[config.mk]
export PLATFORM = sky130hd
export DESIGN_NAME = clock_counter_ext
export DESIGN_NICKNAME = d
export VERILOG_FILES = /design/src/rtl/clock_pkg.sv /design/src/rtl/bcd_mod_counter.sv /design/src/rtl/clock_counter_ext.sv
export SDC_FILE = /design/constraint.sdc
export NUM_CORES = 1
export LEC_CHECK = 0
export CAP_MARGIN = 15
export CORE_MARGIN = 2
export CORE_UTILIZATION = 45
export CTS_BUF_LIST = sky130_fd_sc_hd__clkbuf_16
export CTS_CLUSTER_SIZE = 25
export DETAILED_ROUTE_END_ITERATION = 16
export PLACE_DENSITY = 0.77
export REMOVE_ABC_BUFFERS = 1
export SLEW_MARGIN = 10
export SYNTH_ARGS = -nofsm -noshare
export SYNTH_HDL_FRONTEND = slang
export SYNTH_SLANG_ARGS = --single-unit
[constraint.sdc]
create_clock -name clk -period 3.7 [get_ports clk]
set_clock_uncertainty 0.2 [all_clocks]
set_input_delay 0.37 -clock clk [delete_from_list [all_inputs] [get_ports clk]]
set_output_delay 0.37 -clock clk [all_outputs]
set_load 0.01 [all_outputs]
[src/rtl/clock_pkg.sv]
// Shared BCD types, range limits, alarm reset values and BCD helpers for the timekeeper.
package clock_pkg;

    typedef logic [3:0] bcd_digit_t;

    localparam logic [7:0] BCD_00 = 8'h00;
    localparam logic [7:0] BCD_01 = 8'h01;
    localparam logic [7:0] BCD_11 = 8'h11;
    localparam logic [7:0] BCD_12 = 8'h12;
    localparam logic [7:0] BCD_23 = 8'h23;
    localparam logic [7:0] BCD_59 = 8'h59;

    localparam logic [7:0] ALARM_HH_RST_12H = 8'h12;
    localparam logic [7:0] ALARM_HH_RST_24H = 8'h00;
    localparam logic [7:0] ALARM_MM_RST     = 8'h00;

    function automatic logic bcd_ok(input logic [7:0] v);
        bcd_digit_t hi;
        bcd_digit_t lo;
        hi = v[7:4];
        lo = v[3:0];
        return (hi <= 4'd9) && (lo <= 4'd9);
    endfunction

    function automatic logic [7:0] bcd_next(input logic [7:0] v,
                                            input logic [7:0] min_v,
                                            input logic [7:0] max_v);
        bcd_digit_t hi;
        hi = v[7:4] + 4'd1;
        if (v == max_v)
            return min_v;
        else if (v[3:0] == 4'd9)
            return {hi, 4'd0};
        else
            return v + 8'd1;
    endfunction

endpackage

[src/rtl/bcd_mod_counter.sv]
// Two-digit BCD counter MIN..MAX; load has priority over inc. wrap is the
// combinational carry-out for the cycle in which an inc takes MAX back to MIN.
module bcd_mod_counter
    import clock_pkg::*;
#(
    parameter logic [7:0] MIN = 8'h00,
    parameter logic [7:0] MAX = 8'h59,
    parameter logic [7:0] RST = MIN
) (
    input  logic       clk,
    input  logic       reset,
    input  logic       inc,
    input  logic       load,
    input  logic [7:0] load_val,
    output logic [7:0] q,
    output logic       wrap
);

    logic [7:0] q_q;
    logic [7:0] q_d;

    always_comb begin
        q_d = q_q;
        if (load)
            q_d = load_val;
        else if (inc)
            q_d = bcd_next(q_q, MIN, MAX);
    end

    always_ff @(posedge clk) begin
        if (reset)
            q_q <= RST;
        else
            q_q <= q_d;
    end

    assign q    = q_q;
    assign wrap = inc && !load && (q_q == MAX);

endmodule

[src/rtl/clock_counter_ext.sv]
// BCD hh:mm:ss timekeeper (12h/24h build option) with validated load port,
// hh:mm alarm with sticky flag, and a one-cycle day-wrap pulse.
module clock_counter_ext
    import clock_pkg::*;
#(
    parameter bit MODE_24H = 1'b0,
    parameter bit ALARM_EN = 1'b1
) (
    input  logic       clk,
    input  logic       reset,
    input  logic       ena,
    input  logic       load_valid,
    input  logic [7:0] load_hh,
    input  logic [7:0] load_mm,
    input  logic [7:0] load_ss,
    input  logic       load_pm,
    output logic       load_ready,
    output logic       load_err,
    input  logic       alarm_set,
    input  logic [7:0] alarm_hh,
    input  logic [7:0] alarm_mm,
    input  logic       alarm_pm,
    input  logic       alarm_ack,
    output logic       pm,
    output logic [7:0] hh,
    output logic [7:0] mm,
    output logic [7:0] ss,
    output logic       day_wrap,
    output logic       alarm_hit,
    output logic       alarm_flag
);

    localparam logic [7:0] HH_MIN    = MODE_24H ? BCD_00 : BCD_01;
    localparam logic [7:0] HH_MAX    = MODE_24H ? BCD_23 : BCD_12;
    localparam logic [7:0] HH_RST    = MODE_24H ? BCD_00 : BCD_12;
    localparam logic [7:0] AL_HH_RST = MODE_24H ? ALARM_HH_RST_24H : ALARM_HH_RST_12H;

    logic       load_acc, load_ok, load_go, tick;
    logic       ss_wrap, mm_wrap, hh_wrap;
    logic       pm_toggle;
    logic [7:0] mm_nxt, hh_nxt;
    logic       pm_nxt;

    logic       pm_q, pm_d;
    logic       day_wrap_q, day_wrap_d;
    logic       load_err_q, load_err_d;
    logic [7:0] al_hh_q, al_hh_d, al_mm_q, al_mm_d;
    logic       al_pm_q, al_pm_d, armed_q, armed_d;
    logic       hit_q, hit_d, flag_q, flag_d;

    assign load_ready = !reset;
    assign load_acc   = load_valid && load_ready;
    assign load_ok    = bcd_ok(load_ss) && (load_ss <= BCD_59) &&
                        bcd_ok(load_mm) && (load_mm <= BCD_59) &&
                        bcd_ok(load_hh) && (load_hh >= HH_MIN) && (load_hh <= HH_MAX);
    assign load_go    = load_acc && load_ok;
    // An accepted load (valid or not) swallows a same-cycle tick.
    assign tick       = ena && !load_acc;

    bcd_mod_counter #(.MIN(BCD_00), .MAX(BCD_59), .RST(BCD_00)) u_ss (
        .clk(clk), .reset(reset), .inc(tick), .load(load_go),
        .load_val(load_ss), .q(ss), .wrap(ss_wrap));

    bcd_mod_counter #(.MIN(BCD_00), .MAX(BCD_59), .RST(BCD_00)) u_mm (
        .clk(clk), .reset(reset), .inc(ss_wrap), .load(load_go),
        .load_val(load_mm), .q(mm), .wrap(mm_wrap));

    bcd_mod_counter #(.MIN(HH_MIN), .MAX(HH_MAX), .RST(HH_RST)) u_hh (
        .clk(clk), .reset(reset), .inc(mm_wrap), .load(load_go),
        .load_val(load_hh), .q(hh), .wrap(hh_wrap));

    // Post-tick time, so the alarm compares the value this tick produces.
    assign pm_toggle = !MODE_24H && mm_wrap && (hh == BCD_11);
    assign mm_nxt    = ss_wrap ? bcd_next(mm, BCD_00, BCD_59) : mm;
    assign hh_nxt    = mm_wrap ? bcd_next(hh, HH_MIN, HH_MAX) : hh;
    assign pm_nxt    = pm_q ^ pm_toggle;

    always_comb begin
        pm_d       = pm_q;
        if (load_go)
            pm_d = MODE_24H ? 1'b0 : load_pm;
        else if (pm_toggle)
            pm_d = !pm_q;
        day_wrap_d = MODE_24H ? hh_wrap : (pm_toggle && pm_q);
        load_err_d = load_acc && !load_ok;

        al_hh_d = al_hh_q;
        al_mm_d = al_mm_q;
        al_pm_d = al_pm_q;
        armed_d = armed_q;
        if (alarm_set) begin
            al_hh_d = alarm_hh;
            al_mm_d = alarm_mm;
            al_pm_d = MODE_24H ? 1'b0 : alarm_pm;
            armed_d = 1'b1;
        end
        hit_d  = ALARM_EN && armed_q && ss_wrap &&
                 (hh_nxt == al_hh_q) && (mm_nxt == al_mm_q) &&
                 (MODE_24H || (pm_nxt == al_pm_q));
        flag_d = ALARM_EN && (hit_d || (flag_q && !alarm_ack));
    end

    always_ff @(posedge clk) begin
        if (reset) begin
            pm_q       <= 1'b0;
            day_wrap_q <= 1'b0;
            load_err_q <= 1'b0;
            al_hh_q    <= AL_HH_RST;
            al_mm_q    <= ALARM_MM_RST;
            al_pm_q    <= 1'b0;
            armed_q    <= 1'b0;
            hit_q      <= 1'b0;
            flag_q     <= 1'b0;
        end else begin
            pm_q       <= pm_d;
            day_wrap_q <= day_wrap_d;
            load_err_q <= load_err_d;
            al_hh_q    <= al_hh_d;
            al_mm_q    <= al_mm_d;
            al_pm_q    <= al_pm_d;
            armed_q    <= armed_d;
            hit_q      <= hit_d;
            flag_q     <= flag_d;
        end
    end

    assign pm         = pm_q;
    assign day_wrap   = day_wrap_q;
    assign load_err   = load_err_q;
    assign alarm_hit  = hit_q;
    assign alarm_flag = flag_q;

endmodule
* After elaboration in Yosys (flattened, before gate mapping)
Index checks and enable logic that the tools add are counted.
Word-level totals: bits in registers 47, word-level logic and storage cells 86, bits of input ports 48
Cells by class: add/sub/neg operators 6, muxes and demuxes 14, eq/ne operators 10, bitwise logic cells 1, reductions and logical operators 33, magnitude comparators 10
Operators by type and width (number):
- 8-bit two-way mux | 12
- 8-bit by 1-bit adder with 8-bit output, second input constant | 3
- 4-bit <= comparator, second input constant | 6
- 1-bit logical AND | 24
- 8-bit by 5-bit equality test with 1-bit output, second input constant | 2
- 8-bit by 7-bit equality test with 1-bit output, second input constant | 2
- 8-bit equality test | 2
- 8-bit by 7-bit <= comparator with 1-bit output, second input constant | 2
- 4-bit by 1-bit adder with 4-bit output, second input constant | 3
- 4-bit equality test, second input constant | 3
- 8-bit by 1-bit >= comparator with 1-bit output, second input constant | 1
- 8-bit by 5-bit <= comparator with 1-bit output, second input constant | 1
- 1-bit logical NOT | 6
- 2-bit nonzero test | 2
- 1-bit two-way mux | 2
- 1-bit equality test | 1
- 1-bit logical OR | 1
- 1-bit XOR | 1

* Logic depth before layout (Yosys ltp)
Gate-level depths: netlist (run 1).
depth in word-level cells 20, mapped depth 17, gate-level depth less buffers 14

* Cells and area by module
From an unflattened synthesis (run 1), not the netlist that was laid out.
Unflattened totals: cell total of the unflattened synthesis 450, area total of the unflattened synthesis 3678.5 um^2
By module, submodules not included:
- clock_counter_ext | times used 1, sequential area each 460.4 um^2, cells an instance 231, area an instance 1861.8 um^2
- bcd_mod_counter at u_mm ... | times used 2, sequential area each 160.2 um^2, cells an instance 73, area an instance 600.6 um^2
- bcd_mod_counter at u_hh | times used 1, sequential area each 160.2 um^2, cells an instance 73, area an instance 615.6 um^2

* Least setup slack after synthesis (run 1)
OpenSTA, ideal clock, no wires.
path type reg2reg, start point register u_ss.q_q[0] (netlist: u_ss.q[0]), end point register flag_q (netlist: alarm_flag), arrival 3.515 ns, library setup time 0.067 ns, stages on the path, launching flop included 17, path buffers 3, period minus slack after synthesis 3.782 ns, path slack -0.082 ns, data required time 3.433 ns, cell sequence dfxtp_1 ha_1 and3b_1 buf_4 and4_1 buf_4 buf_4 nand2_1 nor3_1 ha_1 xor2_1 a2111oi_0 o21ai_0 a311oi_1 nand4_1 or4_4 o21ai_2
Between the ends: longest elaborated chain between the ends 10, elaborated cells on any way between the ends 16, classes of those cells eq/ne (4); mux (2); bitwise (1); reduce/logical (9)
RTL lines:
- start: declaration | line bcd_mod_counter.sv:19 | logic [7:0] q_q;
- start signal: assignment | line bcd_mod_counter.sv:34 | q_q <= q_d;
- 8-bit by 7-bit equality test with 1-bit output * | line bcd_mod_counter.sv:38 | assign wrap = inc && !load && (q_q == MAX);
- 1-bit logical AND * | line bcd_mod_counter.sv:38
- 1-bit logical AND (2 in a row) | line bcd_mod_counter.sv:38
- 8-bit two-way mux
- 8-bit equality test | line clock_counter_ext.sv:98 | (hh_nxt == al_hh_q) && (mm_nxt == al_mm_q) &&
- 1-bit logical AND | line clock_counter_ext.sv:97 | hit_d = ALARM_EN && armed_q && ss_wrap &&
- 1-bit logical AND | line clock_counter_ext.sv:98
- 1-bit logical AND * | line clock_counter_ext.sv:98
- 1-bit logical OR * | line clock_counter_ext.sv:100 | flag_d = ALARM_EN && (hit_d || (flag_q && !alarm_ack));
- end signal: assignment | line clock_counter_ext.sv:123 | flag_q <= flag_d;
- end: declaration | line clock_counter_ext.sv:49 | logic hit_q, hit_d, flag_q, flag_d;
Every way passes the cells marked *; elsewhere a longest branch is shown, timed or not. A chain may end at the register's enable or synchronous reset.

* Worst setup path after layout (run 1)
start point register u_hh.q_q[5] (netlist: u_hh.q[5]), end point register flag_q (netlist: alarm_flag)
Between the ends: longest elaborated chain between the ends 9, elaborated cells on any way between the ends 15, classes of those cells add/sub (2); eq/ne (4); mux (3); bitwise (1); reduce/logical (5)
RTL lines:
- start: declaration | line bcd_mod_counter.sv:19
- start signal: assignment | line bcd_mod_counter.sv:34
- 8-bit by 1-bit adder with 8-bit output / 4-bit by 1-bit adder with 4-bit output (equally long branches) | line clock_pkg.sv:35, clock_pkg.sv:29
- 8-bit two-way mux | line clock_pkg.sv:32 | else if (v[3:0] == 4'd9)
- 8-bit two-way mux | line clock_pkg.sv:30 | if (v == max_v)
- 8-bit two-way mux
- 8-bit equality test | line clock_counter_ext.sv:98
- 1-bit logical AND | line clock_counter_ext.sv:97
- 1-bit logical AND | line clock_counter_ext.sv:98
- 1-bit logical AND * | line clock_counter_ext.sv:98
- 1-bit logical OR * | line clock_counter_ext.sv:100
Marked as above.

==> impl_results.md, run 1 <==
- Status: finished clean
- Tcrit/Tclk final: 91.5%
- Filler instances: 624
- Hold buffer count at cts: 0
- Vias/cell: 5.89
- PortBufs: 77
- Mapped Area: 3070 um^2
- Synthesized area per cell: 8.13 um^2
- Worst-path cell chain: inv_1 -> ha_1 -> or4b_4 -> nor2_2 -> nand2_1 -> nor3_2 -> ha_1 -> xor2_1 -> a2111oi_2 -> o21ai_1 -> a311oi_1 -> nand4_1 -> or4_4 -> o21ai_2
- Total power draw: 1.19 mW
- Worst skew pair latency: 280 ps
- Seq/Total Area, Yosys: 30.6%
- Slowest-stage cell, CP: or4_4
- Drc violations: 0
- Initial core utilization: 46.0%
- Max-slew violations: 0
- Total GRT Usage: 25.0%
- WP data required: 3720 ps
- Switching pwr: 0.267 mW
- Setup-failing EPs final: 0
- Gr ovfl total: 0
- Setup repair after global routing missed its margin: false
- Cell count along the critical path: 14
- Vias in the first global route: 2999
- Nets: 526
- Flops & latches, synth: 47
- Area grow syn2layout: 37.0%
- WL/cell: 16.9 um
- PD cells: 282 nW/um^2
- Die Ht: 86.6 um
- Area of the multi-input gates: 1970 um^2
- CP top delay family: simple AND/OR/NAND/NOR gates
- Tmin final: 3390 ps
- CTS tree: built
- CP arrival: 3400 ps
- Final WL: 9.26 mm
- Post-synth top flop: dfxtp_1
- Die W: 86.6 um
- Hold/Removal Path Class: flop to flop
- Type of origin of the critical path: flop
- CP max stage delay: 530 ps
- Gate power share: 12.5%
- Share of cells above drive strength 1: 10.3%
- Antenna cells: 0
- FMAX: 295 MHz
- Initial antenna violation count: 0
- RePlAce Congestion: 0.925
- CP max FO: 2
- Pint: 0.919 mW
- Clock group share of total power: 42.5%
- Crit. End Element: flop
- Die Footprint: 7500 um^2
- Clock Path Buffers: 2
- Antenna-violating nets left: 0
- Switch share: 22.5%
- Synth unique cells: 64
- First-pass GRT wire length: 15.0 mm
- Most used cell along the critical path: ha_1
- Slew of the pin with the lowest slew margin: 591 ps
- Peak VDD IR: 162 uV
- CTS sink cnt: 47
- EDFF count, synth: 0
- Dpl hpwl: 6.78 mm
- Htree depth: 2
- Kind of critical path: flop to flop
- Yosys Warn Count: 0
- Iter 0 DRT Violations: 201
- Largest net degree at the start of global routing: 43
- Total core area: 6680 um^2
- Via Count: 3223
- FF+latch area: 941 um^2
- CTS clock-pin slew for the worst setup and hold paths: 60 ps
- CTS Root Cell: clkbuf_16
- Rel. slew slack: 60.1%
- DR pass1 iterations: 5
- # rows: 30
- Seq pwr share: 45.0%
- Async set or reset register ratio after synthesis: 0%
- Post-synthesis cell count: 378
- WHS Path Cells: 2
- Final Hold Slack: 277 ps
- Inserted Clock Buffers: 5
- Buf/Inv on CP: 1
- Final hold violation count: 0
- IO Pins: 78
- Lkg Pwr: 1.69 nW
- R2r worst-path depth: 14
- Max-Cap Viols: 0
## synthesized netlist by cell type (all sizes together) (3+ instances only)
cell type	number	area [um^2]
nor2	55	206
dfxtp	47	941
mux2i	23	230
nand2	23	86.3
o21ai	20	104
nand3	16	80.1
inv	15	56.3
nor3	15	86.3
clkbuf	14	52.6
ha	11	138
a211oi	10	75.1
a21oi	10	50.1
xnor2	10	87.6
buf	9	63.8
nand2b	7	43.8
nand4	6	43.8
a21o	5	37.5
nor3b	5	37.5
xor2	5	43.8
a31oi	4	25.0
and3b	4	35.0
nor2b	4	25.0
or4	4	33.8
a211o	3	26.3
a221oi	3	26.3
a22oi	3	22.5
a32oi	3	26.3
and3	3	18.8
nand4b	3	32.5
o31ai	3	22.5
or3	3	18.8
## worst register-to-register path, cell delays in order, from the launching register on
cell and delay [ps]:
dfxtp_1 310, inv_1 50, ha_1 120, or4b_4 490
nor2_2 120, nand2_1 80, nor3_2 210, ha_1 280
xor2_1 160, a2111oi_2 200, o21ai_1 110, a311oi_1 210
nand4_1 120, or4_4 530, o21ai_2 140
## layer usage
metal | part of all wire (%) | up-vias | track usage (%)
met5 | 0 | - | 0
met4 | 1.0 | 0 | 5.11
met3 | 6.5 | 11 | 4.48
met2 | 46 | 143 | 40.6
met1 | 46 | 1512 | 35.0
li1 | - | 1557 | -
## through the flow
step	instances	area (um^2)	utilization, %	setup WS (ps)	setup TNS (ps)
CTS	546	4190	62.7	98.0	0
floorplan	355	2960	-	-141	-251
finish	547	4210	63.0	315	0
global route	547	4210	63.0	38.0	0
detailed placement	539	4030	60.3	-31.8	-32.6
global placement	539	4030	60.3	46.5	0
## logic make-up after synthesis
| kind of cell | after synthesis | share of synthesized area (%) |
|---|---|---|
| AO/OA/AOI/OAI | 87 | 20.2 |
| adder cells (fa/ha/maj) | 11 | 4.48 |
| buffers and inverters | 38 | 5.62 |
| multiplexers | 24 | 7.86 |
| flip-flops | 47 | 30.6 |
| AND/OR/NAND/NOR | 156 | 26.9 |
| XOR/XNOR | 15 | 4.28 |
## cells in the final DEF (no fill, tap or decap), types with 7 or more instances in the layout
cell and count:
a211oi_1 10, a21oi_1 10, buf_4 28, clkdlybuf4s50_1 77, dfxtp_1 47, ha_1 11, inv_1 16, mux2i_1 23
nand2_1 23, nand2b_1 7, nand3_1 16, nor2_1 54, nor3_1 13, o21ai_0 18, xnor2_1 10
## power groups by stage
stage                     logic (mW)  clock network [mW]  registers [mW]
after global routing           0.162               0.532           0.536
after floorplan               0.0547                   0           0.543
after global placement         0.144                   0           0.544
after CTS                      0.147               0.513           0.533
after detailed placement       0.146                   0           0.545
final                          0.148               0.504           0.534
## final cells by class
| type | instances | area share (%) |
|---|---|---|
| multi-input combinational | 293 | 46.8 |
| timing repair buffer | 105 | 23.3 |
| sequential | 47 | 22.4 |
| clock buffer | 5 | 2.97 |
| tap | 80 | 2.38 |
| inverter | 15 | 1.34 |
| clock inverter | 2 | 0.803 |
## path summary, 6_finish.rpt
path                                            from                    end  slack [ps]
worst min register to register  armed_q$_SDFFE_PP0P_   armed_q$_SDFFE_PP0P_         280
worst max register to register  u_hh.q[5]$_SDFF_PP0_  alarm_flag$_SDFF_PP0_         310
worst min-delay path            armed_q$_SDFFE_PP0P_   armed_q$_SDFFE_PP0P_         280
worst max-delay path            u_hh.q[5]$_SDFF_PP0_  alarm_flag$_SDFF_PP0_         310
## sequential cells by signal, indices dropped and copies added, names as in the netlist
name / count
al_hh_q: 8
al_mm_q: 8
al_pm_q: 1
alarm_flag: 1
alarm_hit: 1
armed_q: 1
day_wrap: 1
load_err: 1
pm: 1
u_hh.q: 8
u_mm.q: 8
u_ss.q: 8
## repair_timing
item,4_1_cts,5_1_grt
endpoints found under the setup margin,0,2
gates resized for setup,0,5
setup buffers,0,1
(Power assumes the default switching activity.)
==> run 2, diff against run 1 <==
--- a/config.mk
+++ b/config.mk
@@ -11,6 +11,7 @@
 export CTS_BUF_LIST = sky130_fd_sc_hd__clkbuf_16
 export CTS_CLUSTER_SIZE = 25
 export DETAILED_ROUTE_END_ITERATION = 16
+export GPL_ROUTABILITY_DRIVEN = 0
 export PLACE_DENSITY = 0.77
 export REMOVE_ABC_BUFFERS = 1
 export SLEW_MARGIN = 10
==> run 2 against run 1 <==
Against the previous run:
- die area did not move
- clock power about the same
- sequential power hardly changed
- total power down 0.22%
- via count shrank 0.59%
- sequential share of layout area up 0.14 points
- wire length fell by 2.0%
- cell count fell by 0.55%
- utilization down 0.39 points
- non-clock buffer count fell by 3
- fmax down 2.7%
- critical path type unchanged
- largest cell class unchanged
==> impl_results.md, run 2 (synthesized netlist as in run 1, its figures left out) <==
- Status: finished clean (unchanged)
- Gate power share: 12.4% (was 12.5%)
- DP Cell Count: 537 (was 539)
- CTS tree: built (unchanged)
- Vias in the first global route: 3067 (was 2999)
- Worst reg2reg path startpoint: u_hh.q[5]$_SDFF_PP0_ (unchanged)
- Fin area: 4180 um^2 (was 4210 um^2)
- Switching pwr: 0.263 mW (was 0.267 mW)
- Switch share: 22.2% (was 22.5%)
- Total power draw: 1.18 mW (was 1.19 mW)
- Most used cell along the critical path: ha_1 (unchanged)
- Total GRT Usage: 24.8% (was 25.0%)
- Final WL: 9.08 mm (was 9.26 mm)
- CP max FO: 2 (unchanged)
- Tmin final: 3480 ps (was 3390 ps)
- Crit. End Element: flop (unchanged)
- Post-Route Setup TNS: 0 ps (unchanged)
- Setup-failing EPs final: 0 (unchanged)
- Type of origin of the critical path: flop (unchanged)
- Peak VDD IR: 166 uV (was 162 uV)
- Seq pwr share: 45.1% (was 45.0%)
- Via Count: 3204 (was 3223)
- Share of cells above drive strength 1: 9.48% (was 10.3%)
- Post-Layout Cell Count: 544 (was 547)
- Kind of critical path: flop to flop (unchanged)
- Antenna-violating nets left: 0 (unchanged)
- Critical R2R Capture: alarm_flag$_SDFF_PP0_ (unchanged)
- Post-CTS Setup Bufs: 0 (unchanged)
- CP max stage delay: 540 ps (was 530 ps)
- WL/cell: 16.7 um (was 16.9 um)
- Area grow syn2layout: 36.2% (was 37.0%)
- Reg2reg setup slack: 220 ps (was 310 ps)
- Drc violations: 0 (unchanged)
- Setup ws final: 220 ps (was 315 ps)
- HP Start: armed_q$_SDFFE_PP0P_ (unchanged)
- Filler instances: 570 (was 624)
- IO Pins: 78 (unchanged)
- Gr ovfl total: 0 (unchanged)
- Die W: 86.6 um (unchanged)
- Setup crit end: alarm_flag$_SDFF_PP0_ (unchanged)
- Antenna cells: 0 (unchanged)
- Pre-CTS setup slack: -19.3 ps (was -31.8 ps)
- Final hold violation count: 0 (unchanged)
- Inserted Clock Buffers: 5 (unchanged)
- CTS sink cnt: 47 (unchanged)
- Initial core utilization: 46.0% (unchanged)
- WP data required: 3720 ps (about the same)
- # rows: 30 (unchanged)
- PD cells: 283 nW/um^2 (was 282 nW/um^2)
- Util after Layout: 62.6% (was 63.0%)
- Max-slew violations: 0 (unchanged)
- Worst Setup SP: u_hh.q[5]$_SDFF_PP0_ (unchanged)
- First-pass GRT wire length: 14.8 mm (was 15.0 mm)
- Slowest-stage cell, CP: or4_4 (unchanged)
- CTS clock-pin slew for the worst setup and hold paths: 70 ps (was 60 ps)
- Slew of the pin with the lowest slew margin: 595 ps (was 591 ps)
- Initial antenna violation count: 0 (unchanged)
- Clock Path Buffers: 2 (unchanged)
- CTS Root Cell: clkbuf_16 (unchanged)
- Die Footprint: 7500 um^2 (unchanged)
- Rel. slew slack: 59.8% (was 60.1%)
- CP arrival: 3500 ps (was 3400 ps)
- Setup repair after global routing missed its margin: false (unchanged)
- Nets: 523 (was 526)
- FMAX: 287 MHz (was 295 MHz)
- Placed Instance Area: 4010 um^2 (was 4030 um^2)
- R2r worst-path depth: 14 (unchanged)
- Vias/cell: 5.89 (about the same)
- Clock group share of total power: 42.5% (about the same)
- Iter 0 DRT Violations: 238 (was 201)
- Htree depth: 2 (unchanged)
- Worst skew pair latency: 290 ps (was 280 ps)
- Dpl hpwl: 6.65 mm (was 6.78 mm)
- Max-Cap Viols: 0 (unchanged)
- Worst-path cell chain: inv_1 -> ha_1 -> or4b_4 -> nor2_1 -> nand2_1 -> nor3_2 -> ha_1 -> xor2_1 -> a2111oi_1 -> o21ai_0 -> a311oi_1 -> nand4_1 -> or4_4 -> o21ai_2 (was inv_1 -> ha_1 -> or4b_4 -> nor2_2 -> nand2_1 -> nor3_2 -> ha_1 -> xor2_1 -> a2111oi_2 -> o21ai_1 -> a311oi_1 -> nand4_1 -> or4_4 -> o21ai_2)
- Die Ht: 86.6 um (unchanged)
- Lkg Pwr: 1.66 nW (was 1.69 nW)
- Commonest non-fill, non-tap cell in the layout: clkdlybuf4s50_1 (unchanged)
- DR pass1 iterations: 4 (was 5)
- Most frequent cells in the layout: clkdlybuf4s50_1, nor2_1, dfxtp_1, buf_4 (unchanged)
- Tcrit/Tclk final: 94.1% (was 91.5%)
- Pint: 0.921 mW (was 0.919 mW)
- Hold/Removal Path Class: flop to flop (unchanged)
- Largest net degree at the start of global routing: 43 (unchanged)
- PortBufs: 77 (unchanged)
- Final Hold Slack: 276 ps (was 277 ps)
- Total core area: 6680 um^2 (unchanged)
-- run 2: cell count changes in the layout (fill, tap and decap cells not counted), sizes merged --
cell	before	now
inv	16	15
clkinvlp	0	1
buf	28	25
-- run 2: worst min-delay path by stage --
stage / end / slack [ps] / depth (start not counted)
finish: armed_q$_SDFFE_PP0P_ / 280 / 2
global placement: armed_q$_SDFFE_PP0P_ / 250 / 2
CTS: armed_q$_SDFFE_PP0P_ / 270 / 2
detailed placement: armed_q$_SDFFE_PP0P_ / 260 / 2
floorplan: armed_q$_SDFFE_PP0P_ / 230 / 2
global route: armed_q$_SDFFE_PP0P_ / 290 / 2
-- run 2: layout make-up --
class | instances | area (um^2) | area share (%)
multi-input cells | 293 | 1960 | 47.0
repair buffers | 102 | 958 | 22.9
flip-flops and latches | 47 | 941 | 22.5
clock buffers | 5 | 125 | 2.99
well taps | 80 | 100 | 2.39
inverters | 15 | 56.3 | 1.35
clock inverters | 2 | 37.5 | 0.897
-- run 2: timing repair --
action / CTS / global route
gates resized for setup: 0 / 2
endpoints found under the setup margin: 0 / 2
hold buffers: 0 / 0
-- run 2: per-layer routing --
| metal | wire length (um) | vias up | track usage, % | part of all wire (%) |
|---|---|---|---|---|
| met3 | 623 | 13 | 5.81 | 6.9 |
| met1 | 4020 | 1508 | 31.6 | 44 |
| met5 | 0 | - | 0 | 0 |
| met4 | 167 | 0 | 7.81 | 1.8 |
| li1 | - | 1558 | - | - |
| met2 | 4270 | 125 | 41.4 | 47 |
-- run 2: power by group through the flow --
stage	clock (mW)	combinational, mW	sequential, mW
2_1_floorplan	0	0.0547	0.543
3_3_place_gp	0	0.143	0.544
3_5_place_dp	0	0.145	0.545
4_1_cts	0.514	0.146	0.534
5_1_grt	0.531	0.160	0.536
6_report	0.503	0.146	0.534
-- run 2: critical path: cells and delay by family (launching register included) --
kind	cells	cell delay, ps
AO/OA/AOI/OAI	4	750
XOR/XNOR	1	140
adder cells (fa/ha/maj)	2	390
buffers and inverters	1	50
flip-flops	1	310
AND/OR/NAND/NOR	6	1580
